### src/rtl/multicycle_main_controller.sv
// -----------------------------------------------------------------------------
// multicycle_main_controller
//
// Moore-style main controller for the multi-cycle RISC-V datapath. Each
// instruction walks through fetch, decode, execute, memory and writeback
// states. Every state emits its own datapath strobes and mux selects.
//
// Ports
//   clk        in   rising-edge clock
//   rst        in   asynchronous, active-low reset
//   op         in   opcode code from the instruction register (OP_W bits)
//   func3      in   func3 field from the instruction register
//   zero, neg  in   ALU flags, used to resolve branches
//   mem_ready  in   memory access completes this cycle
//   pcWrite .. immSrc   out  datapath strobes and mux selects
//   instr_done out  one-cycle pulse on the last state of each instruction
//   illegal    out  sticky unknown-opcode flag (cleared only by reset)
//   state_dbg  out  current FSM state, for observation only
//
// Memory handshake: FETCH, MEM_READ and MEM_WRITE hold while mem_ready is low.
// mem_ready is sampled in the cycle it is presented. With MEM_HANDSHAKE = 0
// the input is ignored and every access completes in one cycle.
// -----------------------------------------------------------------------------
module multicycle_main_controller #(
  parameter int          OP_W          = 7,
  parameter int          R_T           = 0,
  parameter int          I_T           = 1,
  parameter int          S_T           = 2,
  parameter int          B_T           = 3,
  parameter int          U_T           = 4,
  parameter int          J_T           = 5,
  parameter logic [2:0]  F3_LW         = 3'b110,
  parameter logic [2:0]  F3_JALR       = 3'b111,
  parameter bit          MEM_HANDSHAKE = 1'b1
) (
  input  logic            clk,
  input  logic            rst,
  input  logic [OP_W-1:0] op,
  input  logic [2:0]      func3,
  input  logic            zero,
  input  logic            neg,
  input  logic            mem_ready,
  output logic            pcWrite,
  output logic            pcSrc,
  output logic            adrSrc,
  output logic            memRead,
  output logic            memWrite,
  output logic            irWrite,
  output logic            regWrite,
  output logic [1:0]      resultSrc,
  output logic [1:0]      ALUSrcA,
  output logic [1:0]      ALUSrcB,
  output logic [1:0]      ALUOp,
  output logic [2:0]      immSrc,
  output logic            instr_done,
  output logic            illegal,
  output logic [3:0]      state_dbg
);

  localparam logic [3:0] FETCH     = 4'd0;
  localparam logic [3:0] DECODE    = 4'd1;
  localparam logic [3:0] EXEC_R    = 4'd2;
  localparam logic [3:0] EXEC_I    = 4'd3;
  localparam logic [3:0] ALU_WB    = 4'd4;
  localparam logic [3:0] MEM_ADDR  = 4'd5;
  localparam logic [3:0] MEM_READ  = 4'd6;
  localparam logic [3:0] MEM_WB    = 4'd7;
  localparam logic [3:0] MEM_WRITE = 4'd8;
  localparam logic [3:0] BRANCH    = 4'd9;
  localparam logic [3:0] JALR_CALC = 4'd10;
  localparam logic [3:0] LINK      = 4'd11;
  localparam logic [3:0] LUI_WB    = 4'd12;

  logic [3:0] state;
  logic [3:0] state_next;
  logic       mem_rdy;
  logic       is_r, is_i, is_s, is_b, is_u, is_j;
  logic       op_known;
  logic       br_taken;

  assign mem_rdy   = MEM_HANDSHAKE ? mem_ready : 1'b1;
  assign state_dbg = state;

  assign is_r     = (op == OP_W'(R_T));
  assign is_i     = (op == OP_W'(I_T));
  assign is_s     = (op == OP_W'(S_T));
  assign is_b     = (op == OP_W'(B_T));
  assign is_u     = (op == OP_W'(U_T));
  assign is_j     = (op == OP_W'(J_T));
  assign op_known = is_r | is_i | is_s | is_b | is_u | is_j;

  // Branch condition from the ALU flags of rs1 - rs2. Unsupported func3
  // encodings fall through as not-taken.
  always_comb begin
    br_taken = 1'b0;
    case (func3)
      3'b000:  br_taken = zero;
      3'b001:  br_taken = ~zero;
      3'b100:  br_taken = neg;
      3'b101:  br_taken = ~neg;
      default: br_taken = 1'b0;
    endcase
  end

  // Immediate format follows the opcode in every state. The datapath can
  // then precompute the immediate as soon as the IR is loaded.
  always_comb begin
    immSrc = 3'b000;
    if      (is_i) immSrc = 3'b000;
    else if (is_s) immSrc = 3'b001;
    else if (is_b) immSrc = 3'b010;
    else if (is_j) immSrc = 3'b011;
    else if (is_u) immSrc = 3'b100;
  end

  always_ff @(posedge clk or negedge rst) begin
    if (!rst) begin
      state   <= FETCH;
      illegal <= 1'b0;
    end else begin
      state <= state_next;
      if (state == DECODE && !op_known)
        illegal <= 1'b1;
    end
  end

  always_comb begin
    state_next = state;
    pcWrite    = 1'b0;
    pcSrc      = 1'b0;
    adrSrc     = 1'b0;
    memRead    = 1'b0;
    memWrite   = 1'b0;
    irWrite    = 1'b0;
    regWrite   = 1'b0;
    resultSrc  = 2'b00;
    ALUSrcA    = 2'b00;
    ALUSrcB    = 2'b00;
    ALUOp      = 2'b00;
    instr_done = 1'b0;

    case (state)
      FETCH: begin
        // The ALU computes PC+4 while the instruction is read. PC and IR
        // both load in the cycle the read completes.
        memRead = 1'b1;
        ALUSrcB = 2'b10;
        pcWrite = mem_rdy;
        irWrite = mem_rdy;
        if (mem_rdy) state_next = DECODE;
      end
      DECODE: begin
        // ALUOut <= oldPC + imm, which gives the branch/jal target early.
        ALUSrcA = 2'b01;
        ALUSrcB = 2'b01;
        if (is_r)      state_next = EXEC_R;
        else if (is_i) begin
          if (func3 == F3_LW)        state_next = MEM_ADDR;
          else if (func3 == F3_JALR) state_next = JALR_CALC;
          else                       state_next = EXEC_I;
        end
        else if (is_s) state_next = MEM_ADDR;
        else if (is_b) state_next = BRANCH;
        else if (is_u) state_next = LUI_WB;
        else if (is_j) state_next = LINK;
        else begin
          instr_done = 1'b1;
          state_next = FETCH;
        end
      end
      EXEC_R: begin
        ALUSrcA    = 2'b10;
        ALUSrcB    = 2'b00;
        ALUOp      = 2'b10;
        state_next = ALU_WB;
      end
      EXEC_I: begin
        ALUSrcA    = 2'b10;
        ALUSrcB    = 2'b01;
        ALUOp      = 2'b10;
        state_next = ALU_WB;
      end
      ALU_WB: begin
        resultSrc  = 2'b00;
        regWrite   = 1'b1;
        instr_done = 1'b1;
        state_next = FETCH;
      end
      MEM_ADDR: begin
        ALUSrcA    = 2'b10;
        ALUSrcB    = 2'b01;
        state_next = is_i ? MEM_READ : MEM_WRITE;
      end
      MEM_READ: begin
        adrSrc  = 1'b1;
        memRead = 1'b1;
        if (mem_rdy) state_next = MEM_WB;
      end
      MEM_WB: begin
        resultSrc  = 2'b01;
        regWrite   = 1'b1;
        instr_done = 1'b1;
        state_next = FETCH;
      end
      MEM_WRITE: begin
        adrSrc     = 1'b1;
        memWrite   = 1'b1;
        instr_done = mem_rdy;
        if (mem_rdy) state_next = FETCH;
      end
      BRANCH: begin
        // Target already sits in ALUOut from DECODE. The ALU compares rs1/rs2.
        ALUSrcA    = 2'b10;
        ALUSrcB    = 2'b00;
        ALUOp      = 2'b01;
        pcSrc      = 1'b1;
        pcWrite    = br_taken;
        instr_done = 1'b1;
        state_next = FETCH;
      end
      JALR_CALC: begin
        // Overwrites the DECODE target with rs1 + imm.
        ALUSrcA    = 2'b10;
        ALUSrcB    = 2'b01;
        state_next = LINK;
      end
      LINK: begin
        // rd <= oldPC + 4 straight from the ALU; PC <= ALUOut (the target).
        ALUSrcA    = 2'b01;
        ALUSrcB    = 2'b10;
        resultSrc  = 2'b10;
        regWrite   = 1'b1;
        pcWrite    = 1'b1;
        pcSrc      = 1'b1;
        instr_done = 1'b1;
        state_next = FETCH;
      end
      LUI_WB: begin
        resultSrc  = 2'b11;
        regWrite   = 1'b1;
        instr_done = 1'b1;
        state_next = FETCH;
      end
      default: state_next = FETCH;
    endcase

    // Reset squashes every architectural write, even mid-instruction.
    if (!rst) begin
      pcWrite    = 1'b0;
      irWrite    = 1'b0;
      regWrite   = 1'b0;
      memRead    = 1'b0;
      memWrite   = 1'b0;
      instr_done = 1'b0;
    end
  end

endmodule

### config.mk
export PLATFORM = sky130hd
export DESIGN_NAME = multicycle_main_controller
export DESIGN_NICKNAME = d
export VERILOG_FILES = /design/src/rtl/multicycle_main_controller.sv
export SDC_FILE = /design/constraint.sdc
export NUM_CORES = 1
export LEC_CHECK = 0
export BUFFER_PORTS_ARGS = -buffer_cell sky130_fd_sc_hd__buf_2
export CORE_UTILIZATION = 43
export CTS_CLUSTER_SIZE = 12
export DETAILED_ROUTE_END_ITERATION = 7
export PLACE_DENSITY_LB_ADDON = 0.1
export SYNTH_ARGS = -nofsm -noshare
export SYNTH_HDL_FRONTEND = slang
export SYNTH_SLANG_ARGS = --single-unit
### constraint.sdc
create_clock -name clk -period 2.25 [get_ports clk]
set_input_delay 0.45 -clock clk [delete_from_list [all_inputs] [get_ports clk]]
set_output_delay 0.45 -clock clk [all_outputs]
set_load 0.01 [all_outputs]
==> results by stage, run 1 <==
Place:
- Summed over all nets, the half-perimeter wirelength after detailed placement is roughly 1400 µm.
- Buffers placed on the I/O ports in this run total 38.
- Once placement finished, the instance area stood at between 900 and 1000 µm².
- Once placement completed, the tool counted placed cells totaling 156.
- Before CTS, the worst setup slack after placement is 0.276 ns.
- The congestion estimate from routability-driven global placement came to about 0.86.

Clock tree:
- In this run, post-CTS repair resized a total of 0 instances.
- The maximum buffer depth of the clock tree is 2.
- The number of sinks on the clock net is 5.
- The count of H-tree levels built during CTS is 1.
- Clock-pin slew was measured on the worst setup and hold paths at 0.04 ns.
- The total setup buffers inserted after CTS is 0.
- The clock buffer count from CTS is 3.
- The root cell of the clock tree is sky130_fd_sc_hd__clkbuf_4.
- The clock latency of the later-clocked register in the worst-skew pair is 0.24 ns.
- The hold buffer count at cts is 0.
- The CTS tree is built.

Setup path:
- The launching instance or port of the critical path is state_dbg[3].
- The launching element type of the critical path is a flop.
- The worst register-to-register path has a depth of 4.
- The type of the worst setup path is reg2out.
- The highest net fanout along the worst path is 9.
- Among all stages on the critical path, the largest delay is contributed by sky130_fd_sc_hd__or4b_4.
- The endpoint identified for the worst register-to-register timing path is state_dbg[2].
- The setup slack of the most critical reg-to-reg path is ~0.83 ns.
- At the worst endpoint, the required time is 1.80 ns.
- The startpoint identified for the worst register-to-register timing path is state_dbg[3].
- The peak per-stage delay on the critical path is a little under 0.6 ns.
- Walking the worst path, the cells encountered are or4b_4, a21oi_1, o31a_1, buf_2.
- For the worst setup path, the data arrival time is 1.74 ns.
- The category of the worst setup path capture point is an output port.

GRT:
- The number of global-route vias before repair came to 805.
- The total track usage is 0.223.
- The number of antenna violations at the first check in global routing is 0.
- The wire length of the first global-routing pass is between 3000 and 4000 µm.
- The remaining global-route overflow is 0.
- Entering global routing, the biggest net connects 17 pins.

Die:
- The floorplan step defined a die boundary enclosing 1820 µm².
- The core area is 1520 µm².
- The die extent in x is between 40 and 50 µm.
- The count of standard-cell rows is 14.
- The floorplan die height is 42.6 µm.
- The effective utilization at floorplan is 0.466.
- Pin placement for this block handled 39 I/O pins.

Timing:
- The post-route worst hold slack is 0.0538 ns.
- Between clock sinks in the finished design, the worst skew comes to 0.000706 ns.
- The final period utilization is 0.974.
- The final number of hold-violating endpoints is 0.
- Setup slack on the critical path of the routed design comes to 0.0584 ns.
- In the final timing run, aggregate negative setup slack is 0 ns.
- The final setup violation count is 0.
- For the pin with the worst max-slew slack, the measured transition is around 0.35 ns.
- Setup repair after global routing left no endpoint under its margin.
- For the finished layout, the period the worst path requires is between 2 and 2.5 ns.
- The achievable frequency is 456 MHz.
- The final number of max-transition violations was 0.
- The worst slew slack as a fraction of its limit is 0.765.

Detailed routing:
- The initial detailed-routing violation count is 24.
- Once detail routing completed, the nets flagged for antenna violations numbered 0.
- The total vias in the final route is 903.
- The average wire length per cell after detail routing is ~12 µm.
- The aggregate routed wire length is 1890 µm.
- The first-pass iteration count of the detailed router is 4.
- In the routed design, unresolved DRC markers number 0.
- The post-detailed-route via-to-cell ratio is 5.64.

Pwr:
- The internal power of the cells totals ~0.21 mW.
- The power dissipated by switching net loads is about 0.10 mW.
- Of the total power, the share spent switching nets is 0.329.
- VDD sags by at most just under 200 µV.
- The share of total power dissipated in the clock network is 0.324.
- Total power for the finished layout comes to 0.318 mW.
- Summed over all cells, the static leakage comes to 0.502 nW.
- For this design the ratio of total power to cell area is 333 nW/µm².
- The combinational group share of total power is 0.371.
- The sequential share of power is 0.304.

Logic synthesis:
- In the post-synthesis netlist, the biggest area contributors are sky130_fd_sc_hd__dfrtp_1 18%, sky130_fd_sc_hd__a21oi_1 9.2%, sky130_fd_sc_hd__nor2_1 6.3%.
- The count of flip-flops with a built-in enable after synthesis is 0.
- Of the total synthesized cell area, the portion taken by AND, OR, NAND and NOR gates is 0.446.
- The share of synthesized area in the top cell type comes to 0.176.
- By instance count, the leading cell after synthesis is sky130_fd_sc_hd__a21oi_1.
- By area, the combinational part of the netlist is dominated by simple AND/OR/NAND/NOR gates.
- The mux cell area share after synthesis is 0.0141.
- The post-synthesis compound-gate area fraction came to 0.231.
- The area share of xor/xnor cells in the synthesized design is 0.0494.
- The commonest cells after synthesis are 13 x sky130_fd_sc_hd__a21oi_1, 12 x sky130_fd_sc_hd__nor2_1, 9 x sky130_fd_sc_hd__nand2_1.
- The Yosys step of the flow raised 0 warnings.
- The portion of the post-synthesis area used by sequential elements is 0.176.
- The leading register cell type out of synthesis is sky130_fd_sc_hd__dfrtp_1.
- The synthesized cell area is 709 µm².
- The number of nets in the synthesized netlist is 120.
- The gate count of the mapped netlist is 105.
- A synthesized cell averages 6.76 µm².
- The cell accounting for the most synthesized area is sky130_fd_sc_hd__dfrtp_1.
- The fraction of registers with async set or reset after synthesis is 1.00.
- The fraction of the mapped netlist area in adder cells is 0.
- Counting flops and latches in the post-synthesis netlist gives 5.
- The number of different library cells used by synthesis comes to 35.

Hold path:
- The path type of the worst min-delay path is in2async.

Cells and area:
- The repair_antennas step left the layout with diodes totalling 0.
- The net count reported at finish is 160.
- Excluding fillers, the count of instances in the completed layout stands at 160.
- The fraction of layout instances using a drive strength above 1 is 0.375.
- The area overhead of the layout relative to synthesis is 34.7%.
- Once layout is done, the placed cells without fillers occupy 956 µm².
- Measured on the finished design, the core utilization comes to 0.627.

Run status:
- The run finished with clean final reports.

Flow run:
- The max-cap check violation count is 0.
-- critical path, delay by kind of cell (launching register included) --
family          cells  cell delay (ns)
compound gates      2             0.35
buf+inv             1             0.12
simple gates        1             0.58
flops               1             0.45
-- cell families after synthesis --
group           after synthesis
compound gates               27
mux                           1
simple gates                 56
buf+inv                      12
xor+xnor                      4
flops                         5
-- layout by cell type (no fill, tap or decap), types with 2 or more instances in the layout --
cell                       count
sky130_fd_sc_hd__buf_2        38
sky130_fd_sc_hd__a21oi_1      13
sky130_fd_sc_hd__nor2_1       11
sky130_fd_sc_hd__nand2_1       9
sky130_fd_sc_hd__buf_4         7
sky130_fd_sc_hd__and3_1        5
sky130_fd_sc_hd__nand3_1       5
sky130_fd_sc_hd__nor3b_1       5
sky130_fd_sc_hd__nor2b_1       4
sky130_fd_sc_hd__xor2_1        4
sky130_fd_sc_hd__o21a_1        4
sky130_fd_sc_hd__dfrtp_1       4
sky130_fd_sc_hd__nor3_1        3
sky130_fd_sc_hd__o22ai_1       3
sky130_fd_sc_hd__clkbuf_4      3
sky130_fd_sc_hd__inv_1         2
sky130_fd_sc_hd__and2_1        2
sky130_fd_sc_hd__o21ai_0       2
-- how the worst max path moves through the flow --
stage / endpoint / slack [ns]
6_report: instr_done / 0.06
3_3_place_gp: immSrc[2] / 0.27
3_5_place_dp: immSrc[2] / 0.28
5_1_grt: instr_done / 0.009
4_1_cts: instr_done / 0.03
2_1_floorplan: instr_done / 0.37
-- power groups by stage --
stage | Sequential, mW | Clock [mW] | Combinational, mW
after floorplan | 0.0969 | 0 | 0.0723
after global placement | 0.0981 | 0 | 0.114
after detailed placement | 0.0981 | 0 | 0.116
after CTS | 0.0968 | 0.109 | 0.117
after global routing | 0.0974 | 0.116 | 0.131
final | 0.0969 | 0.103 | 0.118
-- metal layers --
| layer | track usage | part of all wire | vias up |
|---|---|---|---|
| met3 | 0.0517 | 0.064 | 6 |
| li1 | - | - | 451 |
| met2 | 0.345 | 0.45 | 48 |
| met4 | 0.0875 | 0.019 | 0 |
| met5 | 0 | 0 | - |
| met1 | 0.297 | 0.46 | 398 |
-- sequential cells by signal, summed over array words and instances (netlist names) --
signal / flops
illegal: 1
state_dbg: 4
-- final cells by class --
type / instances / area [µm²]
Inverter: 2 / 7.51
Multi-Input combinational cell: 88 / 533
Fill cell: 149 / 568
Tap cell: 16 / 20.0
Sequential cell: 5 / 126
Timing Repair Buffer: 45 / 243
Clock buffer: 4 / 26.3
Power figures use the tool's default switching activity.
==> run 2, diff against run 1 <==
--- a/config.mk
+++ b/config.mk
@@ -6,7 +6,8 @@
 export NUM_CORES = 1
 export LEC_CHECK = 0
 export BUFFER_PORTS_ARGS = -buffer_cell sky130_fd_sc_hd__buf_2
-export CORE_UTILIZATION = 43
+export CORE_MARGIN = 5
+export CORE_UTILIZATION = 25
 export CTS_CLUSTER_SIZE = 12
 export DETAILED_ROUTE_END_ITERATION = 7
 export PLACE_DENSITY_LB_ADDON = 0.1
==> run 2 against run 1 <==
Compared with the run above:
- sequential share of layout area is 0.42 points lower
- global-route usage is 11 points lower
- first-iteration DRC count is 21% lower
- final cell count is 10% higher
- critical endpoint unchanged
==> results by stage, run 2 (synthesized netlist as in run 1, its figures left out) <==
Run status:
- The flow ran to the end, and the final reports show no timing, DRC or antenna violations.

Detailed routing:
- After detailed routing, the total wire length is 2240 µm.
- The number of nets with antenna violations after detailed routing is 0.
- The total vias in the final route is 891.
- For this run, design rule violations remaining after detail routing come to 0.
- In the final routed layout, each cell accounts on average for 12.7 µm.
- The first detailed-routing pass ran for 5 iterations.
- In the routed layout, each cell is associated on average with a via count of slightly above 5.
- The initial detailed-routing violation count is 19.

Cells and area:
- The final core utilization is 0.357.
- The number of fillers in the final layout is ~310.
- In the layout the commonest cells are 38 x sky130_fd_sc_hd__buf_2, 12 x sky130_fd_sc_hd__nor2_1, 12 x sky130_fd_sc_hd__a21oi_1.
- At the end of the flow, the number of nets in the layout was 161.
- The flip-flop count of the largest register after layout is 4.
- The commonest non-fill, non-tap cell in the layout is sky130_fd_sc_hd__buf_2.
- The multi-input combinational cell area is 529 µm².
- The area occupied by registers is approximately 130 µm².
- The antenna cell count is 0.
- The fraction of layout instances using a drive strength above 1 is 0.366.
- The area overhead of the layout relative to synthesis is 37.7%.

Setup path:
- The kind of cell with the highest combined delay on the critical path is simple AND/OR/NAND/NOR gates.
- Data arrives at the worst endpoint at between 1.5 and 2 ns.
- In this run the register-to-register setup slack is 0.83 ns.
- In this run the worst path has a maximum fanout of 5.
- The peak per-stage delay on the critical path is 0.59 ns.
- The number of buffers and inverters on the critical path is 1.
- The launching element type of the critical path is a flop.
- Traced cell by cell, the critical path runs through or4b_4, a21oi_2, o31a_1, buf_2.
- The required time of the critical path is 1.80 ns.
- The worst setup path is captured at an output port.
- The type of the worst setup path is reg2out.
- The master of the slowest instance on the critical path is sky130_fd_sc_hd__or4b_4.

GRT:
- The largest net degree at the start of global routing is 17.
- Across every metal layer, demand over resource in global routing totals 0.113.
- Summed over all layers, the global routing overflow is 0.
- The first global-routing pass estimated slightly below 4000 µm of wire.
- The number of global-route vias before repair is 884.
- The number of antenna violations at the first check in global routing is 0.

Clock tree:
- In this run the deepest clock path goes through 2 buffers.
- The number of sinks on the clock net is 5.
- Clock-pin slew was measured on the worst setup and hold paths at 0.04 ns.
- The number of setup buffers added after CTS is 0.
- The clock latency of the later-clocked register in the worst-skew pair is 0.24 ns.
- After clock tree synthesis, the flow added hold-fix buffers numbering 0.
- In this run the clock root is driven by a sky130_fd_sc_hd__clkbuf_4.
- In this run, post-CTS repair resized a total of 0 instances.
- In this run, CTS created clock tree buffers numbering 3.
- The CTS tree is built.
- In this run the number of H-tree levels came out at 1.

Die:
- The core region is 2730 µm².
- The area enclosed by the die boundary is 4000 µm².
- From bottom edge to top edge, the die measures 63.3 µm.
- The effective utilization at floorplan is 0.259.
- The die extent in x is ~63 µm.
- The number of top-level design ports is 39.
- The floorplan has 19 rows.

Timing:
- Of the available clock period, the critical path in the final layout requires 0.944.
- For the final routed database, the setup TNS stands at 0 ns.
- The minimum period implied by the final worst setup slack is 2.12 ns.
- The achievable frequency is between 400 and 500 MHz.
- The final setup violation count is 0.
- For the pin with the worst max-slew slack, the measured transition is 0.329 ns.
- Clock skew on the completed layout was measured at 0.00315 ns.
- The final number of hold-violating endpoints came to 0.
- Setup repair after global routing left no endpoint under its margin.
- The post-route worst hold slack is 0.0628 ns.
- The final number of max-transition violations is 0.
- Headroom to the max-slew limit came out at 0.779.

Pwr:
- The power per standard cell area is between 300 and 400 nW/µm².
- The worst IR drop on VDD is about 210 µV.
- In this run the static leakage power is just over 0.5 nW.

Place:
- At the end of routability-driven placement, the weighted congestion stood at 0.792.
- The count of port buffers added during placement is 38.
- The placed wire-length estimate after detailed placement is about 1800 µm.

Flow run:
- Across the run, the number of max-cap violations was 0.

Hold path:
- In this run the worst hold path is classified as in2async.
[run 2: path summary, 6_finish.rpt]
kind / depth (start not counted) / startpoint / end
worst max-delay path: 4 / state_dbg[3] / instr_done
worst max register to register: 4 / state_dbg[3] / state_dbg[0]
worst min register to register: 1 / illegal / illegal
min in group clk: 1 / illegal / illegal
worst min-delay path: 1 / rst / state_dbg[3]
max in group asynchronous: 1 / rst / illegal
[run 2: layout make-up]
cell class | count | share of cell area
clock buffer | 4 | 0.0269
inverter | 2 | 0.00768
multi-input combinational | 88 | 0.542
sequential | 5 | 0.128
tap | 31 | 0.0397
timing repair buffer | 46 | 0.256
[run 2: metal layers]
layer  share of wire  vias to the layer above  track usage  routed length [µm]
met1            0.46                      396        0.140                1030
met5               0                        -            0                   0
li1                -                      458            -                   -
met3           0.074                        4       0.0409                 165
met4          0.0036                        0       0.0234                   8
met2            0.47                       33        0.187                1040
[run 2: stage by stage]
stage                     setup slack (ns)  std cells  cell area (µm²)  total power [mW]
after floorplan                      0.374        105              709             0.169
after global placement               0.287        172              947             0.221
after detailed placement             0.265        172              947             0.222
after CTS                           0.0403        176              973             0.328
after global routing              0.000578        176              977             0.354
final                                0.126        176              977             0.322
[run 2: power breakdown]
part | switching, mW | internal, mW
Sequential | 0.00369 | 0.0929
Combinational | 0.0674 | 0.0561
Clock | 0.0347 | 0.0669
Total | 0.106 | 0.216
==> run 3, diff against run 2 <==
--- a/config.mk
+++ b/config.mk
@@ -6,11 +6,12 @@
 export NUM_CORES = 1
 export LEC_CHECK = 0
 export BUFFER_PORTS_ARGS = -buffer_cell sky130_fd_sc_hd__buf_2
-export CORE_MARGIN = 5
+export CORE_MARGIN = 2
 export CORE_UTILIZATION = 25
 export CTS_CLUSTER_SIZE = 12
 export DETAILED_ROUTE_END_ITERATION = 7
 export PLACE_DENSITY_LB_ADDON = 0.1
+export SETUP_SLACK_MARGIN = 0.2
 export SYNTH_ARGS = -nofsm -noshare
 export SYNTH_HDL_FRONTEND = slang
 export SYNTH_SLANG_ARGS = --single-unit
==> run 3 against run 2 <==
Compared with the run above:
- first-iteration DRC count decreased by 5.3%
- utilization increased by 4.1 points
- register-to-register slack got worse by 0.08 ns
- clock-buffer cell count unchanged
- sequential power decreased by 0.8%
- largest cell class unchanged
- largest power group unchanged
==> results by stage, run 3 (synthesized netlist as in run 1, its figures left out) <==
Die:
- The floorplan die height is 57.3 µm.
- The area enclosed by the die boundary is between 3000 and 4000 µm².
- The initial utilization of the core area, before any placement, comes to 0.259.
- The number of top-level design ports is 39.
- The core area is 2730 µm².
- The die extent in x is between 50 and 60 µm.
- The initialized floorplan defines 19 standard-cell rows.

Place:
- The placed wire-length estimate after detailed placement is ~1700 µm.
- Routability-driven placement finished with a final weighted congestion of 0.809.
- The count of port buffers added during placement is 38.

Cells and area:
- The register with the most flip-flops in the layout has 4 of them.
- The net count reported at finish is 171.
- Once layout is complete, the utilization of the core stands at 0.398.
- The repair_antennas step left the layout with diodes totalling 0.
- Relative to the synthesized area, the layout overhead comes to 53.4%.
- The fraction of layout instances using a drive strength above 1 is 0.439.
- In the layout the commonest cells are 38 x sky130_fd_sc_hd__buf_2, 14 x sky130_fd_sc_hd__buf_4, 11 x sky130_fd_sc_hd__a21oi_1, 11 x sky130_fd_sc_hd__nor2_1, 9 x sky130_fd_sc_hd__nand2_1.
- The library cell used most frequently in the layout, excluding fill and tap cells, is sky130_fd_sc_hd__buf_2.

Timing:
- The worst setup skew after layout is 0.00403 ns.
- The final setup violation count is 0.
- The worst pin sits at a relative slew slack of 0.767.
- The final number of max-transition violations is 0.
- The final period utilization is 0.920.
- Setup repair after global routing could not meet its margin everywhere.
- The final number of hold-violating endpoints is 0.
- The slew at the pin closest to its max-slew limit is approximately 0.35 ns.
- The setup TNS after final layout is 0 ns.
- Subtracting the final worst setup slack from the clock period gives about 2.1 ns.
- Static timing analysis puts the maximum clock frequency at 483 MHz.

GRT:
- The number of antenna violations at the first check in global routing was 0.
- The first global-routing pass estimated 3620 µm of wire.
- The remaining global-route overflow is 0.
- In the global route stage, overall resource usage came out at 0.137.
- The number of global-route vias before repair is about 830.
- The largest net degree at the start of global routing is 18.

Clock tree:
- Clock-pin slew was measured on the worst setup and hold paths at roughly 0.040 ns.
- The cell sitting at the root of the clock tree is a sky130_fd_sc_hd__clkbuf_4.
- The clock latency of the later-clocked register in the worst-skew pair is ~0.24 ns.
- TritonCTS built the clock tree.
- CTS built an H-tree with a depth of 1.
- The clock net in this run drives a total of 5 sinks.
- The clock buffer count from CTS is 3.
- The maximum buffer depth of the clock tree is 2.
- The number of hold buffers added after CTS was 0.

Setup path:
- Along the worst path, the maximum fanout reaches 3.
- The launching point of the worst reg2reg path is state_dbg[1].
- The worst setup path is captured at an output port.
- The endpoint identified for the worst register-to-register timing path is state_dbg[3].
- Measured in cells, the most critical reg-to-reg path has a length of 5.
- The critical path is of the reg2out type.
- The launching element type of the critical path is a flop.
- Across all register-to-register paths, the minimum setup slack is roughly 0.75 ns.
- The launching instance or port of the critical path is state_dbg[1].
- The data arrival time at the worst-slack endpoint is 1.62 ns.
- STA puts the critical path data required time at about 1.8 ns.
- Following the worst setup path forward leads to its endpoint at instr_done.

Pwr:
- The power per standard cell area is 317 nW/µm².
- The standby leakage power is 0.559 nW.
- VDD sags by at most around 260 µV.

Flow run:
- The max-cap check violation count is 0.

Detailed routing:
- In this run the remaining antenna-violating nets after routing total 0.
- After detailed routing, the number of vias per cell comes to 5.20.
- The routed design has between 2000 and 2500 µm of wire.
- The first routing iteration left 18 violations.
- For this block, the via count after detailed routing is 967.
- Dividing the detail-routed wire length by the instance count gives 13.3 µm.
- The number of remaining DRC errors is 0.
- The first-pass iteration count of the detailed router is 4.

Run status:
- The flow ran to the end, and the final reports show no timing, DRC or antenna violations.

Hold path:
- The worst hold path belongs to the class in2async.
[run 3: what timing repair did]
action | 4_1_cts | 5_1_grt
pin swaps | 2 | 3
buffers inserted | 5 | 6
endpoints found under the setup margin | 3 | 3
resized for setup | 6 | 5
[run 3: final cells by class]
cell class                      instances  area (µm²)
Sequential cell                         5         128
Inverter                                2        7.51
Fill cell                             310        1650
Timing Repair Buffer                   56         340
Clock buffer                            4        26.3
Tap cell                               31        38.8
Multi-Input combinational cell         88         548
[run 3: worst min-delay path by stage]
stage                     slack (ns)  startpoint            to
final                           0.06         rst       illegal
after global routing            0.06         rst  state_dbg[0]
after CTS                       0.06         rst       illegal
after detailed placement        0.32         rst       illegal
after global placement          0.31         rst       illegal
after floorplan                 0.15         rst       illegal
[run 3: critical path, cell delays in order (launching register included)]
cell                      delay (ns)
sky130_fd_sc_hd__dfrtp_2        0.42
sky130_fd_sc_hd__or4b_4         0.55
sky130_fd_sc_hd__a21oi_4        0.15
sky130_fd_sc_hd__o31a_1         0.14
sky130_fd_sc_hd__buf_2          0.13
[run 3: per-layer routing]
metal	vias to the layer above	part of all wire	GRT usage
li1	475	-	-
met1	446	0.43	0.163
met2	44	0.51	0.240
met3	2	0.058	0.0408
met4	0	0.0057	0.0399
met5	-	0	0
[run 3: through the flow]
stage	setup WS [ns]	cells	hold slack [ns]	cell area [µm²]	power [mW]
after floorplan	0.374	105	0.154	709	0.169
after global placement	0.258	171	0.314	940	0.218
after detailed placement	0.269	171	0.316	940	0.218
after CTS	0.173	180	0.0551	1020	0.335
after global routing	0.100	186	0.0645	1090	0.372
final	0.180	186	0.0562	1090	0.345
[run 3: where the power goes]
group	leakage [nW]	total [mW]	internal (mW)	switching, mW
logic	0.484	0.149	0.0724	0.0762
clock network	0.0150	0.100	0.0668	0.0334
registers	0.0597	0.0958	0.0931	0.00270
